[config.mk]
export PLATFORM = sky130hd
export DESIGN_NAME = reg_bus_arbiter
export DESIGN_NICKNAME = d
export VERILOG_FILES = /design/src/rtl/reg_bus_arbiter.sv
export SDC_FILE = /design/constraint.sdc
export NUM_CORES = 1
export LEC_CHECK = 0
export CAP_MARGIN = 15
export CELL_PAD_IN_SITES_DETAIL_PLACEMENT = 2
export CELL_PAD_IN_SITES_GLOBAL_PLACEMENT = 2
export CORE_ASPECT_RATIO = 0.7
export CORE_MARGIN = 1.5
export CORE_UTILIZATION = 26
export DETAILED_ROUTE_END_ITERATION = 6
export PLACE_DENSITY = 0.88
export SLEW_MARGIN = 20
export SYNTH_ARGS = -nofsm -noshare
export SYNTH_HDL_FRONTEND = slang
export SYNTH_SLANG_ARGS = --single-unit
[constraint.sdc]
create_clock -name clk -period 8 [get_ports clk]
set_input_delay 2 -clock clk [delete_from_list [all_inputs] [get_ports clk]]
set_output_delay 2 -clock clk [all_outputs]
set_load 0.02 [all_outputs]
[src/rtl/reg_bus_arbiter.sv]
// rtl/reg_bus_arbiter.sv - round-robin arbiter sequencing two requesters onto the register bus
module reg_bus_arbiter #(
  parameter int ADDR_WIDTH    = 16,
  parameter int DATA_WIDTH    = 16,
  parameter int STROBE_CYCLES = 2
) (
  input  logic                  clk,
  input  logic                  reset,
  input  logic                  req0,
  input  logic                  we0,
  input  logic [1:0]            be0,
  input  logic [ADDR_WIDTH-1:0] addr0,
  input  logic [DATA_WIDTH-1:0] wdata0,
  output logic                  ack0,
  output logic [DATA_WIDTH-1:0] rdata0,
  input  logic                  req1,
  input  logic                  we1,
  input  logic [1:0]            be1,
  input  logic [ADDR_WIDTH-1:0] addr1,
  input  logic [DATA_WIDTH-1:0] wdata1,
  output logic                  ack1,
  output logic [DATA_WIDTH-1:0] rdata1,
  output logic                  reg_en,
  output logic                  reg_rd,
  output logic                  reg_wr,
  output logic [1:0]            reg_be,
  output logic [ADDR_WIDTH-1:0] reg_addr,
  output logic [DATA_WIDTH-1:0] reg_wdata,
  input  logic [DATA_WIDTH-1:0] reg_rdata,
  output logic                  busy,
  output logic                  grant
);

  typedef enum logic [1:0] {IDLE, SETUP, STROBE, HOLD} state_t;

  localparam logic [3:0] STROBE_LOAD = 4'(STROBE_CYCLES - 1);

  state_t                state, state_nxt;
  logic [3:0]            cnt, cnt_nxt;
  logic                  last, last_nxt;
  logic                  txn_we, txn_we_nxt;
  logic                  win;
  logic                  grant_nxt, busy_nxt;
  logic                  en_nxt, rd_nxt, wr_nxt;
  logic                  ack0_nxt, ack1_nxt;
  logic [1:0]            be_nxt;
  logic [ADDR_WIDTH-1:0] addr_nxt;
  logic [DATA_WIDTH-1:0] wdata_nxt, rdata0_nxt, rdata1_nxt;

  // On contention the requester that was not served last wins.
  assign win = (req0 && req1) ? ~last : req1;

  always_comb begin
    state_nxt  = state;
    cnt_nxt    = cnt;
    last_nxt   = last;
    txn_we_nxt = txn_we;
    grant_nxt  = grant;
    be_nxt     = reg_be;
    addr_nxt   = reg_addr;
    wdata_nxt  = reg_wdata;
    rdata0_nxt = rdata0;
    rdata1_nxt = rdata1;
    en_nxt     = 1'b0;
    rd_nxt     = 1'b0;
    wr_nxt     = 1'b0;
    ack0_nxt   = 1'b0;
    ack1_nxt   = 1'b0;
    unique case (state)
      IDLE: begin
        if (req0 || req1) begin
          state_nxt  = SETUP;
          grant_nxt  = win;
          last_nxt   = win;
          txn_we_nxt = win ? we1 : we0;
          be_nxt     = win ? be1 : be0;
          addr_nxt   = win ? addr1 : addr0;
          wdata_nxt  = win ? wdata1 : wdata0;
          en_nxt     = 1'b1;
        end
      end
      SETUP: begin
        state_nxt = STROBE;
        cnt_nxt   = STROBE_LOAD;
        en_nxt    = 1'b1;
        rd_nxt    = ~txn_we;
        wr_nxt    = txn_we;
      end
      STROBE: begin
        en_nxt = 1'b1;
        if (cnt == 4'd0) begin
          // Strobe drops here; the bank latches writes on this falling edge.
          state_nxt = HOLD;
          ack0_nxt  = ~grant;
          ack1_nxt  = grant;
          if (!txn_we) begin
            if (grant) rdata1_nxt = reg_rdata;
            else       rdata0_nxt = reg_rdata;
          end
        end else begin
          cnt_nxt = cnt - 4'd1;
          rd_nxt  = ~txn_we;
          wr_nxt  = txn_we;
        end
      end
      HOLD: begin
        state_nxt = IDLE;
      end
    endcase
    busy_nxt = (state_nxt != IDLE);
  end

  always_ff @(posedge clk or posedge reset) begin
    if (reset) begin
      state     <= IDLE;
      cnt       <= 4'd0;
      last      <= 1'b1;
      txn_we    <= 1'b0;
      grant     <= 1'b0;
      busy      <= 1'b0;
      reg_en    <= 1'b0;
      reg_rd    <= 1'b0;
      reg_wr    <= 1'b0;
      reg_be    <= 2'b00;
      reg_addr  <= '0;
      reg_wdata <= '0;
      ack0      <= 1'b0;
      ack1      <= 1'b0;
      rdata0    <= '0;
      rdata1    <= '0;
    end else begin
      state     <= state_nxt;
      cnt       <= cnt_nxt;
      last      <= last_nxt;
      txn_we    <= txn_we_nxt;
      grant     <= grant_nxt;
      busy      <= busy_nxt;
      reg_en    <= en_nxt;
      reg_rd    <= rd_nxt;
      reg_wr    <= wr_nxt;
      reg_be    <= be_nxt;
      reg_addr  <= addr_nxt;
      reg_wdata <= wdata_nxt;
      ack0      <= ack0_nxt;
      ack1      <= ack1_nxt;
      rdata0    <= rdata0_nxt;
      rdata1    <= rdata1_nxt;
    end
  end

endmodule

======== After elaboration in Yosys (flattened, before gate mapping) ========
Cells that the tools add are included.
cells by class
  add/sub/neg operators ................... 1
  equality and inequality tests ........... 4
  muxes and demuxes ....................... 20
  bitwise operators ....................... 3
  reductions and logical operators ........ 11
operators with widths
  kind                                                                    number
  16-bit 2-to-1 mux                                                       2
  1-bit 2-to-1 mux                                                        9
  2-bit case mux with 4 select lines                                      1
  4-bit case mux with 2 select lines                                      1
  4-bit AND reduction                                                     2
  2-bit 2-to-1 mux                                                        3
  1-bit case mux with 2 select lines                                      3
  2-bit equality test (second input constant)                             2
  4-bit zero test                                                         1
  4-bit 2-to-1 mux                                                        1
  2-bit AND reduction                                                     2
  2-bit nonzero test                                                      2
  4-bit by 1-bit subtractor with 4-bit output (second input constant)     1
  1-bit NOT                                                               3
  2-bit by 1-bit equality test with 1-bit output (second input constant)  1
  2-bit zero test                                                         1
  2-bit != test (second input constant)                                   1
  2-bit OR reduction                                                      1
  1-bit logical AND                                                       1
  1-bit logical OR                                                        1
storage, ports and cells
  bits in registers ....................... 81
  input bits .............................. 90
  output and inout port bits .............. 73
  logic and storage cells ................. 55

======== Depth between registers and ports, before layout ========
Gate-level depths: netlist of run 1.
  depth in word-level cells ............... 4
  gate-level depth with buffers ........... 8

======== Least setup slack after synthesis of run 1 ========
Ideal clock, no wire load.
  path type ............................... in2reg
  start point ............................. input req0
  end point ............................... register reg_addr[14]
  data arrival time ....................... 2.967 ns
  setup slack ............................. 4.956 ns
  stages .................................. 5
  path buffers ............................ 2
  cell sequence ........................... buf_2 > o21ai_1 > clkbuf_1 > a21oi_1 > a21oi_1
between the ends
  cells in the longest elaborated chain, start to end .. 3
  elaborated cells on any way between the ends .. 5
RTL lines
  element               line  RTL
  from (decl)           9     input logic req0,
  1-bit logical AND     51    assign win = (req0 && req1) ? ~last : req1;
  1-bit 2-to-1 mux      51
  16-bit 2-to-1 mux     77    addr_nxt = win ? addr1 : addr0;
  to (signal assigned)  142   reg_addr <= addr_nxt;
  to (decl)             27    output logic [ADDR_WIDTH-1:0] reg_addr,
Parallel ways exist; a longest one is shown, timed or not.
A chain may end at the register's enable or synchronous reset.

======== Final worst setup path of run 1 ========
  start point ............................. input req0
  end point ............................... register reg_addr[1]
The elaborated chain is that of the path after synthesis.

==> Implementation_results.wiki, run 1 <==
{| class="wikitable"
! Metric !! Value
|-
| Worst setup endpoint || reg_addr[1]
|-
| Arrival time of the worst setup path || 3.80 ns
|-
| Relative area change from synthesis to final layout || 58.89%
|-
| FP Rows || 35
|-
| CTS Root Buffer Type || sky130_fd_sc_hd__clkbuf_16
|-
| Syn_nets || 423
|-
| Startpoint of the tightest hold check path || grant
|-
| Number of design-rule violations left by the first detailed-router iteration || 83
|-
| Die Span X || 143.1 µm
|-
| Static leakage || 2.434 nW
|-
| Pin count of the biggest net entering global routing || 82
|-
| Post-detailed-placement cell area || 5334 µm²
|-
| Final period util || 44.35%
|-
| # clock sinks || 81
|-
| Post-synthesis register bit count || 81
|-
| Synthesized area per cell || 10.96 µm²
|-
| Placer's final routability congestion estimate || 0.7144
|-
| Share of flip-flops with an asynchronous set or reset after synthesis || 100.0%
|-
| Number of maximum-capacitance violations || 0
|-
| Highest Clock Rate || 281.9 MHz
|-
| Number of hold buffers added after cts || 0
|-
| Final non-filler cell total || 672
|-
| Fillcell total || 1381
|-
| EDFF count, synth || 0
|-
| Die area || 14470 µm²
|-
| Worst reg2reg startpoint || state[0]
|-
| Xor/xnor share of the synthesized area || 0%
|-
| Total gr overflow || 0
|-
| Power density cells || 419.1 nW/µm²
|-
| Floorplan die height || 101.1 µm
|-
| Total met2 wirelength after detailed routing || 6223 µm
|-
| Maximum vdd ir drop || 112.0 µV
|-
| Post-CTS repair timing setup buffer count || 0
|-
| Routed WL per cell || 18.78 µm
|-
| Setup crit start || req0
|-
| Critical-path top delay cell || sky130_fd_sc_hd__o21ai_4
|-
| Primary flip-flop cell chosen by synthesis mapping || sky130_fd_sc_hd__dfrtp_1
|-
| Combinational family with the most area after synthesis || compound AO/OA/AOI/OAI gates
|-
| Via count of the first global-routing pass || 3473
|-
| Fraction of layout cells with a size suffix above 1 || 12.11%
|-
| Max clock buf depth || 2
|-
| Final net count || 579
|-
| R2r worst-path depth || 5
|-
| Placed Instances || 655
|-
| Post-detailed-placement half-perimeter wirelength || 8881 µm
|-
| Antenna Diode Count || 0
|-
| Worst endpoint required time || 8.26 ns
|-
| Minimum clock period after layout || 3.548 ns
|-
| I/O Buffers || 162
|-
| Effective utilization at floorplan || 26.93%
|-
| Highest metal layer with signal wires || met4
|-
| Result of the run || finished, final reports clean
|-
| Type of element launching the critical path || input port
|-
| CTS buffer count || 9
|-
| Number of vias per cell || 4.592
|-
| Post-route worst hold slack || 0.4988 ns
|-
| Post-synthesis instance area || 3573 µm²
|-
| Clock tree from TritonCTS || built
|-
| Unrepaired setup endpoints after global routing || false
|-
| Final number of hold-violating endpoints || 0
|-
| Maximum cell stage delay along the critical path || 0.87 ns
|-
| Hold Path Class || reg -> reg
|-
| Overall via count from detail_route || 3086
|-
| GR Util All Layers || 18.17%
|-
| Number of antenna violations at the first check in global routing || 0
|-
| Metal-1 WL || 5332 µm
|-
| Kind of cell adding the most delay to the critical path || compound AO/OA/AOI/OAI gates
|-
| Register-to-register setup slack || 5.51 ns
|-
| Max-Slew Margin vs Limit || 31.87%
|-
| Fraction of post-synthesis cell area in the top cell type by area || 56.02%
|-
| Critical setup path kind || in -> reg
|-
| CP bufs+invs || 1
|-
| Number of nets with antenna violations after detailed routing || 0
|-
| First-pass DRT Iterations || 4
|-
| Terminus of the critical flop-to-flop path || rdata1[4]
|-
| Total of warnings raised by yosys || 0
|-
| Endpoint class of the critical path || flop
|-
| Top cells by area, synth || sky130_fd_sc_hd__dfrtp_1 (56%), sky130_fd_sc_hd__a21oi_1 (10%), sky130_fd_sc_hd__mux2_4 (8.4%)
|-
| Aggregate negative setup slack || 0 ns
|-
| Mux share of post-synthesis cell area || 12.18%
|-
| Share of synthesized cell area in full adder, half adder and majority cells || 2.451%
|-
| Count of final max-slew check failures || 0
|-
| Post-cts gate resize count || 0
|-
| Std-Cell Core Area || 13270 µm²
|-
| Cell repeated most along the worst path || sky130_fd_sc_hd__a21oi_1
|-
| Post-synthesis cell count || 326
|-
| Post-synthesis cell type with the largest combined area || sky130_fd_sc_hd__dfrtp_1
|-
| Path length in cells of the critical path || 4
|-
| Transition at the pin with the smallest max-transition slack || 1.018 ns
|-
| Top-Level Pins || 163
|-
| Design Area, Final || 5678 µm²
|-
| Sequential-to-total area share from yosys stat || 56.76%
|-
| Share of synthesized cell area in and, or, nand and nor gates || 11.59%
|-
| Fraction of the mapped netlist area in compound gates || 12.71%
|-
| Global-route wire length before repair || 19790 µm
|-
| Number of distinct library cells after synthesis || 35
|-
| Clock insertion delay at the later pin of the skew report || 0.34 ns
|-
| DRC violations left || 0
|-
| H-tree levels || 3
|-
| Worst-path cell chain || clkdlybuf4s50_1 -> o21ai_4 -> a21oi_1 -> a21oi_1
|-
| Clock-pin slew on the worst setup and hold paths || 0.07 ns
|-
| Setup violation total in the final timing report || 0
|-
| Final wirelength || 12620 µm
|-
| Total length of routed met3 wires || 972 µm
|-
| Largest fanout on the critical path || 35
|-
| Layout Skew || 0.009822 ns
|}
-- worst min-delay path by stage --
stage,endpoint,depth (start not counted)
2_1_floorplan,reg_rd,1
3_3_place_gp,ack0,1
3_5_place_dp,ack0,1
4_1_cts,ack0,1
5_1_grt,ack0,1
6_report,ack0,1
-- synth_stat cells (2+ instances only) --
| master | count |
|---|---|
| sky130_fd_sc_hd__nand2_1 | 39 |
| sky130_fd_sc_hd__mux2_2 | 12 |
| sky130_fd_sc_hd__or3_1 | 2 |
| sky130_fd_sc_hd__o21ai_0 | 4 |
| sky130_fd_sc_hd__a21oi_1 | 73 |
| sky130_fd_sc_hd__buf_6 | 2 |
| sky130_fd_sc_hd__clkbuf_1 | 11 |
| sky130_fd_sc_hd__nor2_1 | 43 |
| sky130_fd_sc_hd__buf_2 | 4 |
| sky130_fd_sc_hd__buf_12 | 2 |
| sky130_fd_sc_hd__inv_1 | 6 |
| sky130_fd_sc_hd__ha_1 | 7 |
| sky130_fd_sc_hd__dfrtp_1 | 80 |
| sky130_fd_sc_hd__mux2_4 | 20 |
-- metrics by stage --
stage	total power, mW	worst slack [ns]	util [%]
after floorplan	1.368	3.922	-
after global placement	1.883	4.011	40.20
after detailed placement	1.957	3.889	40.20
after CTS	2.416	4.239	42.56
after global routing	2.537	4.284	42.79
final	2.379	4.452	42.79
-- power breakdown --
part           leakage [nW]  internal (mW)  switching [mW]
Sequential            0.937          0.615           0.130
Combinational          1.35          0.577           0.621
Clock                 0.147          0.254           0.182
-- state kept, by name, summed over array words and instances (netlist names), 2 cells and up --
signal     cells
reg_be         2
cnt            4
rdata1        16
reg_wdata     16
reg_addr      16
rdata0        16
state          2
-- routing by layer --
| metal | track usage [%] | vias up |
|---|---|---|
| met5 | 0 | - |
| li1 | - | 1418 |
| met4 | 3.886 | 0 |
| met3 | 6.651 | 7 |
| met1 | 21.88 | 1552 |
| met2 | 31.14 | 109 |
-- final cells by class --
cell class,instances,area [µm²],share of cell area (%)
clock buffer,10,239.0,4.209
inverter,6,23.77,0.4187
sequential,81,2028,35.72
clock inverter,6,73.82,1.300
tap,185,231.5,4.077
timing repair buffer,165,1668,29.37
multi-input combinational,219,1414,24.90
-- kinds of logic after synthesis --
kind of cell	count (synthesis)
AND/OR/NAND/NOR	94
AO/OA/AOI/OAI	86
flip-flops	81
multiplexers	32
adder cells (fa/ha/maj)	7
buffers and inverters	26
-- layout by cell type, fill, tap and decap left out, types with 2 or more instances in the layout --
cell type / Yosys / final
sky130_fd_sc_hd__clkdlybuf4s50_1: 0 / 162
sky130_fd_sc_hd__dfrtp_1: 80 / 80
sky130_fd_sc_hd__a21oi_1: 73 / 73
sky130_fd_sc_hd__nor2_1: 43 / 43
sky130_fd_sc_hd__nand2_1: 39 / 39
sky130_fd_sc_hd__mux2_4: 20 / 20
sky130_fd_sc_hd__mux2_2: 12 / 12
sky130_fd_sc_hd__clkbuf_16: 0 / 9
sky130_fd_sc_hd__ha_1: 7 / 7
sky130_fd_sc_hd__inv_1: 6 / 5
sky130_fd_sc_hd__o21ai_0: 4 / 4
sky130_fd_sc_hd__or3_1: 2 / 2
sky130_fd_sc_hd__clkinvlp_4: 0 / 2
(Power assumes the default switching activity.)
==> run 2: changes to the inputs <==
--- a/config.mk
+++ b/config.mk
@@ -10,9 +10,9 @@
 export CELL_PAD_IN_SITES_GLOBAL_PLACEMENT = 2
 export CORE_ASPECT_RATIO = 0.7
 export CORE_MARGIN = 1.5
-export CORE_UTILIZATION = 26
+export CORE_UTILIZATION = 22
 export DETAILED_ROUTE_END_ITERATION = 6
-export PLACE_DENSITY = 0.88
+export PLACE_DENSITY = 0.8
 export SLEW_MARGIN = 20
 export SYNTH_ARGS = -nofsm -noshare
 export SYNTH_HDL_FRONTEND = slang
==> constraint.sdc (replaced) <==
create_clock -name clk -period 3 [get_ports clk]
set_input_delay 0.75 -clock clk [delete_from_list [all_inputs] [get_ports clk]]
set_output_delay 0.75 -clock clk [all_outputs]
set_load 0.02 [all_outputs]
==> run 2 against run 1 <==
  * Clock power rose to 2.6 times the previous value
  * Critical path depth rose by 1
  * Power rose to 2.6 times the previous value
  * Routed wire length fell by 2.8%
  * Register-to-register slack got worse by 5.0 ns
  * Clock skew fell by 0.0044 ns
  * Utilization fell by 6.4 points
  * Sequential power rose to 2.6 times the previous value
  * Sequential share of layout area fell by 0.17 points
  * Non-clock buffer count rose by 3
  * Critical path type is now reg -> reg
==> Implementation_results.wiki, run 2 (same netlist as run 1, synthesis figures left out) <==
{| class="wikitable"
! Metric !! Value
|-
| Result of the run || finished, final reports clean
|-
| Relative area change from synthesis to final layout || 59.66%
|-
| Transition at the pin with the smallest max-transition slack || 1.010 ns (-0.008451 ns)
|-
| Cell internal power dissipation || 3.843 mW (+170%)
|-
| Final number of hold-violating endpoints || 0 (unchanged)
|-
| Final period util || 82.98%
|-
| Number of hold buffers added after cts || 0 (unchanged)
|-
| Antenna Diode Count || 0 (unchanged)
|-
| Endpoint class of the critical path || flop
|-
| Pin count of the biggest net entering global routing || 82 (unchanged)
|-
| Std-Cell Core Area || 15690 µm² (+18%)
|-
| Overall via count from detail_route || 3123 (+1.2%)
|-
| Aggregate negative setup slack || 0 ns (unchanged)
|-
| Largest fanout on the critical path || 16 (-54%)
|-
| Final core utilization || 36.36% (-6.4 points)
|-
| Floorplan die height || 109.6 µm (+8.5%)
|-
| Power density cells || 1105 nW/µm² (+160%)
|-
| Number of vias per cell || 4.526 (-1.4%)
|-
| Worst endpoint required time || 3.22 ns (-5.04 ns)
|-
| Total power || 6.305 mW (+160%)
|-
| FP Rows || 38 (+8.6%)
|-
| Placer's final routability congestion estimate || 0.7892 (+10%)
|-
| Final net count || 582 (+0.52%)
|-
| Number of nets with antenna violations after detailed routing || 0 (unchanged)
|-
| Fraction of layout cells with a size suffix above 1 || 12.65% (+0.54 points)
|-
| Routed WL per cell || 17.78 µm (-5.3%)
|-
| Minimum clock period after layout || 2.489 ns
|-
| Part of the power in the clock network || 18.3% (about the same)
|-
| Fillcell total || 1657 (+20%)
|-
| Effective utilization at floorplan || 22.78% (-4.2 points)
|-
| Clock tree from TritonCTS || built
|-
| Final wirelength || 12270 µm (-2.8%)
|-
| Static leakage || 2.444 nW (+0.37%)
|-
| Layout Skew || 0.005412 ns (-0.004410 ns)
|-
| Max-Slew Margin vs Limit || 32.69% (+0.82 points)
|-
| Clock-pin slew on the worst setup and hold paths || 0.07 ns (about the same)
|-
| Post-route worst hold slack || 0.4915 ns (-0.007270 ns)
|-
| Commonest non-fill, non-tap cell in the layout || sky130_fd_sc_hd__clkdlybuf4s50_1
|-
| # clock sinks || 81 (unchanged)
|-
| Combinational fraction of design power || 50.4% (about the same)
|-
| Maximum vdd ir drop || 313.5 µV (+180%)
|-
| Critical setup path kind || reg -> reg
|-
| CTS Root Buffer Type || sky130_fd_sc_hd__clkbuf_16
|-
| Highest Clock Rate || 401.7 MHz
|-
| GR Util All Layers || 14.50% (-3.7 points)
|-
| Sequential cell area || 2028 µm² (unchanged)
|-
| First-pass DRT Iterations || 4 (unchanged)
|-
| Clock insertion delay at the later pin of the skew report || 0.33 ns (about the same)
|-
| Number of maximum-capacitance violations || 0 (unchanged)
|-
| Post-CTS repair timing setup buffer count || 0 (unchanged)
|-
| Die area || 17030 µm² (+18%)
|-
| I/O Buffers || 162 (unchanged)
|-
| Net Switching || 2.462 mW (+160%)
|-
| Area of the multi-input gates || 1414 µm² (unchanged)
|-
| Arrival time of the worst setup path || 2.70 ns (-1.10 ns)
|-
| CTS buffer count || 9 (unchanged)
|-
| Type of element launching the critical path || flop
|-
| Total gr overflow || 0 (unchanged)
|-
| Die Span X || 155.3 µm (+8.5%)
|-
| Switching share of power || 39.05% (-0.17 points)
|-
| Post-cts gate resize count || 0 (unchanged)
|-
| Worst-path cell chain || inv_1 -> ha_1 -> nand4bb_4 -> or3_1 -> mux2_4
|-
| Global-route wire length before repair || 18910 µm (-4.4%)
|-
| H-tree levels || 3 (unchanged)
|-
| Max clock buf depth || 2 (unchanged)
|-
| Critical-path top delay cell || sky130_fd_sc_hd__or3_1
|-
| Commonest cells after routing, fill and taps aside || sky130_fd_sc_hd__clkdlybuf4s50_1 (162), sky130_fd_sc_hd__dfrtp_1 (80), sky130_fd_sc_hd__a21oi_1 (73), sky130_fd_sc_hd__nor2_1 (43), sky130_fd_sc_hd__nand2_1 (39)
|-
| Number of design-rule violations left by the first detailed-router iteration || 69 (-17%)
|-
| Hold Path Class || reg -> reg
|-
| Register share of total power || 31.3% (about the same)
|-
| Setup violation total in the final timing report || 0 (unchanged)
|-
| Count of final max-slew check failures || 0 (unchanged)
|-
| Number of antenna violations at the first check in global routing || 0 (unchanged)
|-
| DRC violations left || 0 (unchanged)
|-
| Maximum cell stage delay along the critical path || 0.75 ns (-0.12 ns)
|-
| Via count of the first global-routing pass || 3464 (-0.26%)
|-
| Top-Level Pins || 163 (unchanged)
|-
| Unrepaired setup endpoints after global routing || false
|-
| Post-detailed-placement half-perimeter wirelength || 8824 µm (-0.64%)
|}
-- run 2: layout make-up --
type,count,area share [%]
flip-flops and latches,81,35.55
repair buffers,168,29.43
multi-input cells,219,24.78
well taps,200,4.386
clock buffers,9,3.947
clock inverters,7,1.491
inverters,6,0.4167
-- run 2: metal layers --
metal,up-vias,part of all wire (%),global-route usage (%)
met1,1588,43,16.97
met3,7,7.2,4.927
met4,0,0.51,3.197
met5,-,0,0
met2,102,49,25.89
li1,1426,-,-
-- run 2: worst max-delay path: cells and delay by family, from the launching register on --
family	cells	cell delay, ns
fa+ha+maj	1	0.40
mux	1	0.46
simple gates	2	0.94
buf+inv	1	0.12
flops	1	0.43
-- run 2: power by group through the flow --
stage / Combinational, mW / Clock, mW / Sequential, mW
global placement: 3.10 / 0 / 1.95
CTS: 3.23 / 1.20 / 1.99
global route: 3.42 / 1.25 / 2.05
floorplan: 1.12 / 0 / 2.53
finish: 3.18 / 1.15 / 1.97
detailed placement: 3.21 / 0 / 2.00
-- run 2: worst paths after layout --
path	startpoint	endpoint	slack (ns)	cells after the start
max	state[0]	rdata0[4]	0.51	5
min	grant	ack0	0.49	1
max reg2reg	state[0]	rdata0[4]	0.51	5
min reg2reg	grant	ack0	0.49	1
max in group asynchronous	reset	last	1.78	3
min in group asynchronous	reset	rdata1[0]	0.85	3
-- run 2: per-stage QoR --
| stage | cells | instance area (µm²) | setup WS [ns] |
|---|---|---|---|
| 2_1_floorplan | 326 | 3573 | 0.1716 |
| 3_3_place_gp | 674 | 5395 | 0.5608 |
| 3_5_place_dp | 674 | 5395 | 0.4524 |
| 4_1_cts | 690 | 5705 | 0.4891 |
| 5_1_grt | 690 | 5705 | 0.3771 |
| 6_report | 690 | 5705 | 0.5106 |
==> run 3: changes to the inputs <==
==> constraint.sdc (replaced) <==
create_clock -name clk -period 2.2 [get_ports clk]
set_input_delay 0.55 -clock clk [delete_from_list [all_inputs] [get_ports clk]]
set_output_delay 0.55 -clock clk [all_outputs]
set_load 0.02 [all_outputs]
==> run 3 against run 2 <==
  * Count of clock-buffer cells in the layout rose by 2
  * Die area did not move
  * Clock power rose by 38%
  * Worst setup slack got worse by 0.31 ns
  * Non-clock buffer count rose by 2
  * Critical endpoint is now rdata1[14]
  * Largest cell class unchanged
  * Clock skew rose by 0.0074 ns
  * Worst hold slack improved by 0.012 ns
  * First-iteration DRC count rose by 67%
  * Critical path type unchanged
==> Implementation_results.wiki, run 3 (same netlist as run 1, synthesis figures left out) <==
{| class="wikitable"
! Metric !! Value
|-
| Global-route wire length before repair || 19060 µm (+0.77%)
|-
| Final wirelength || 12250 µm (-0.17%)
|-
| Minimum clock period after layout || 2.003 ns (-0.4864 ns)
|-
| Placed Instances || 676 (+0.30%)
|-
| Maximum cell stage delay along the critical path || 0.43 ns (-0.32 ns)
|-
| Final number of hold-violating endpoints || 0 (unchanged)
|-
| Layout Skew || 0.01286 ns (+0.007446 ns)
|-
| Number of vias per cell || 4.484 (-0.93%)
|-
| Total gr overflow || 0 (unchanged)
|-
| Top-Level Pins || 163 (unchanged)
|-
| Transition at the pin with the smallest max-transition slack || 0.4597 ns (-0.5499 ns)
|-
| Commonest cells after routing, fill and taps aside || sky130_fd_sc_hd__clkdlybuf4s50_1 (162), sky130_fd_sc_hd__dfrtp_1 (80), sky130_fd_sc_hd__a21oi_1 (73), sky130_fd_sc_hd__nor2_1 (43), sky130_fd_sc_hd__nand2_1 (39)
|-
| Post-route worst hold slack || 0.5033 ns (+0.01185 ns)
|-
| Highest Clock Rate || 499.3 MHz (+24%)
|-
| Setup violation total in the final timing report || 0 (unchanged)
|-
| Final non-filler cell total || 692 (+0.29%)
|-
| Die area || 17030 µm² (unchanged)
|-
| Count of final max-slew check failures || 0 (unchanged)
|-
| I/O Buffers || 162 (unchanged)
|-
| Number of antenna violations at the first check in global routing || 0 (unchanged)
|-
| Relative area change from synthesis to final layout || 61.48%
|-
| Worst endpoint required time || 2.42 ns (-0.80 ns)
|-
| Worst path setup slack after routing || 0.1970 ns (-0.3136 ns)
|-
| Final net count || 584 (+0.34%)
|-
| Post-CTS repair timing setup buffer count || 0 (unchanged)
|-
| Aggregate negative setup slack || 0 ns (unchanged)
|-
| Critical-path top delay cell || sky130_fd_sc_hd__dfrtp_1
|-
| Std-Cell Core Area || 15690 µm² (unchanged)
|-
| Effective utilization at floorplan || 22.78% (unchanged)
|-
| Final period util || 91.05% (+8.1 points)
|-
| FP Rows || 38 (unchanged)
|-
| GR Layer Usage met3 || 5.952% (+1.0 points)
|-
| Clock-pin slew on the worst setup and hold paths || 0.06 ns (about the same)
|-
| Largest fanout on the critical path || 16 (unchanged)
|-
| Floorplan die height || 109.6 µm (unchanged)
|-
| Max-Slew Margin vs Limit || 69.35% (+37 points)
|-
| Endpoint class of the critical path || flop
|-
| Type of element launching the critical path || flop
|-
| CTS buffer count || 9 (unchanged)
|-
| GR met1 Demand/Resource || 17.10% (+0.13 points)
|-
| Number of design-rule violations left by the first detailed-router iteration || 115 (+67%)
|-
| Arrival time of the worst setup path || 2.22 ns (-0.48 ns)
|-
| Pin count of the biggest net entering global routing || 82 (unchanged)
|-
| Most congested layer reported by global routing || met2
|-
| Antenna Diode Count || 0 (unchanged)
|-
| Routed WL per cell || 17.70 µm (-0.46%)
|-
| Clock tree from TritonCTS || built
|-
| Maximum vdd ir drop || 484.9 µV (+55%)
|-
| Number of hold buffers added after cts || 0 (unchanged)
|-
| Commonest non-fill, non-tap cell in the layout || sky130_fd_sc_hd__clkdlybuf4s50_1
|-
| Result of the run || finished, final reports clean
|-
| Via count of the first global-routing pass || 3532 (+2.0%)
|-
| Static leakage || 2.468 nW (+0.99%)
|-
| Overall via count from detail_route || 3103 (-0.64%)
|-
| Clock insertion delay at the later pin of the skew report || 0.34 ns (about the same)
|-
| Post-cts gate resize count || 0 (unchanged)
|-
| CTS Root Buffer Type || sky130_fd_sc_hd__clkbuf_16
|-
| Number of nets with antenna violations after detailed routing || 0 (unchanged)
|-
| Placer's final routability congestion estimate || 0.7228 (-8.4%)
|-
| Post-detailed-placement half-perimeter wirelength || 8633 µm (-2.2%)
|-
| Fraction of layout cells with a size suffix above 1 || 13.01% (+0.36 points)
|-
| First-pass DRT Iterations || 3 (-1)
|-
| Register-to-register setup slack || 0.20 ns (-0.31 ns)
|-
| Kind of cell adding the most delay to the critical path || simple AND/OR/NAND/NOR gates
|-
| Power density cells || 1502 nW/µm² (+36%)
|-
| Worst setup slack after placement || 0.1691 ns (-0.2833 ns)
|-
| H-tree levels || 3 (unchanged)
|-
| Die Span X || 155.3 µm (unchanged)
|-
| # clock sinks || 81 (unchanged)
|-
| Unrepaired setup endpoints after global routing || false
|-
| Number of maximum-capacitance violations || 0 (unchanged)
|-
| Max clock buf depth || 2 (unchanged)
|-
| Met2 usage in global routing || 25.64% (-0.26 points)
|-
| Critical setup path kind || reg -> reg
|-
| DRC violations left || 0 (unchanged)
|-
| Worst-path cell chain || inv_1 -> ha_1 -> nand4bb_4 -> or3_1 -> buf_4 -> mux2_4
|-
| CP bufs+invs || 2 (+1)
|-
| Hold Path Class || reg -> reg
|-
| GR Util All Layers || 14.66% (+0.16 points)
|}
run 3: metrics by stage:
step                utilization [%]  area, µm²  power, mW
CTS                           36.78       5771      8.848
global route                  36.78       5771      9.248
detailed placement            34.77       5455      7.168
finish                        36.78       5771      8.669
floorplan                         -       3577      4.976
global placement              34.77       5455      6.955
run 3: cell type report:
type                            instances  area, µm²
Multi-Input combinational cell        219       1406
Inverter                                6      26.28
Clock buffer                           11      252.7
Fill cell                            1681       9920
Tap cell                              200      250.2
Clock inverter                          5      62.56
Sequential cell                        81       2028
Timing Repair Buffer                  170       1744
run 3: final timing paths:
kind | start | endpoint | depth (start not counted)
hold / removal | grant | ack0 | 1
setup / recovery | state[0] | rdata1[14] | 6
min in group asynchronous | reset | rdata1[10] | 3
setup reg to reg | state[0] | rdata1[14] | 6
max in group asynchronous | reset | last | 3
hold reg to reg | grant | ack0 | 1
run 3: worst register-to-register path, cell delays in order (launching register included):
cell and delay (ns):
sky130_fd_sc_hd__dfrtp_1 0.43, sky130_fd_sc_hd__inv_1 0.13, sky130_fd_sc_hd__ha_1 0.26, sky130_fd_sc_hd__nand4bb_4 0.16, sky130_fd_sc_hd__or3_1 0.33, sky130_fd_sc_hd__buf_4 0.24, sky130_fd_sc_hd__mux2_4 0.34
run 3: where the power goes:
part	switching (mW)	internal [mW]
Combinational	2.23	2.17
Sequential	0.446	2.24
Clock	0.645	0.949
run 3: layer usage:
| layer | share of wire [%] | vias to the layer above |
|---|---|---|
| li1 | - | 1423 |
| met1 | 43 | 1559 |
| met2 | 48 | 113 |
| met3 | 8.2 | 8 |
| met4 | 0.69 | 0 |
| met5 | 0 | - |
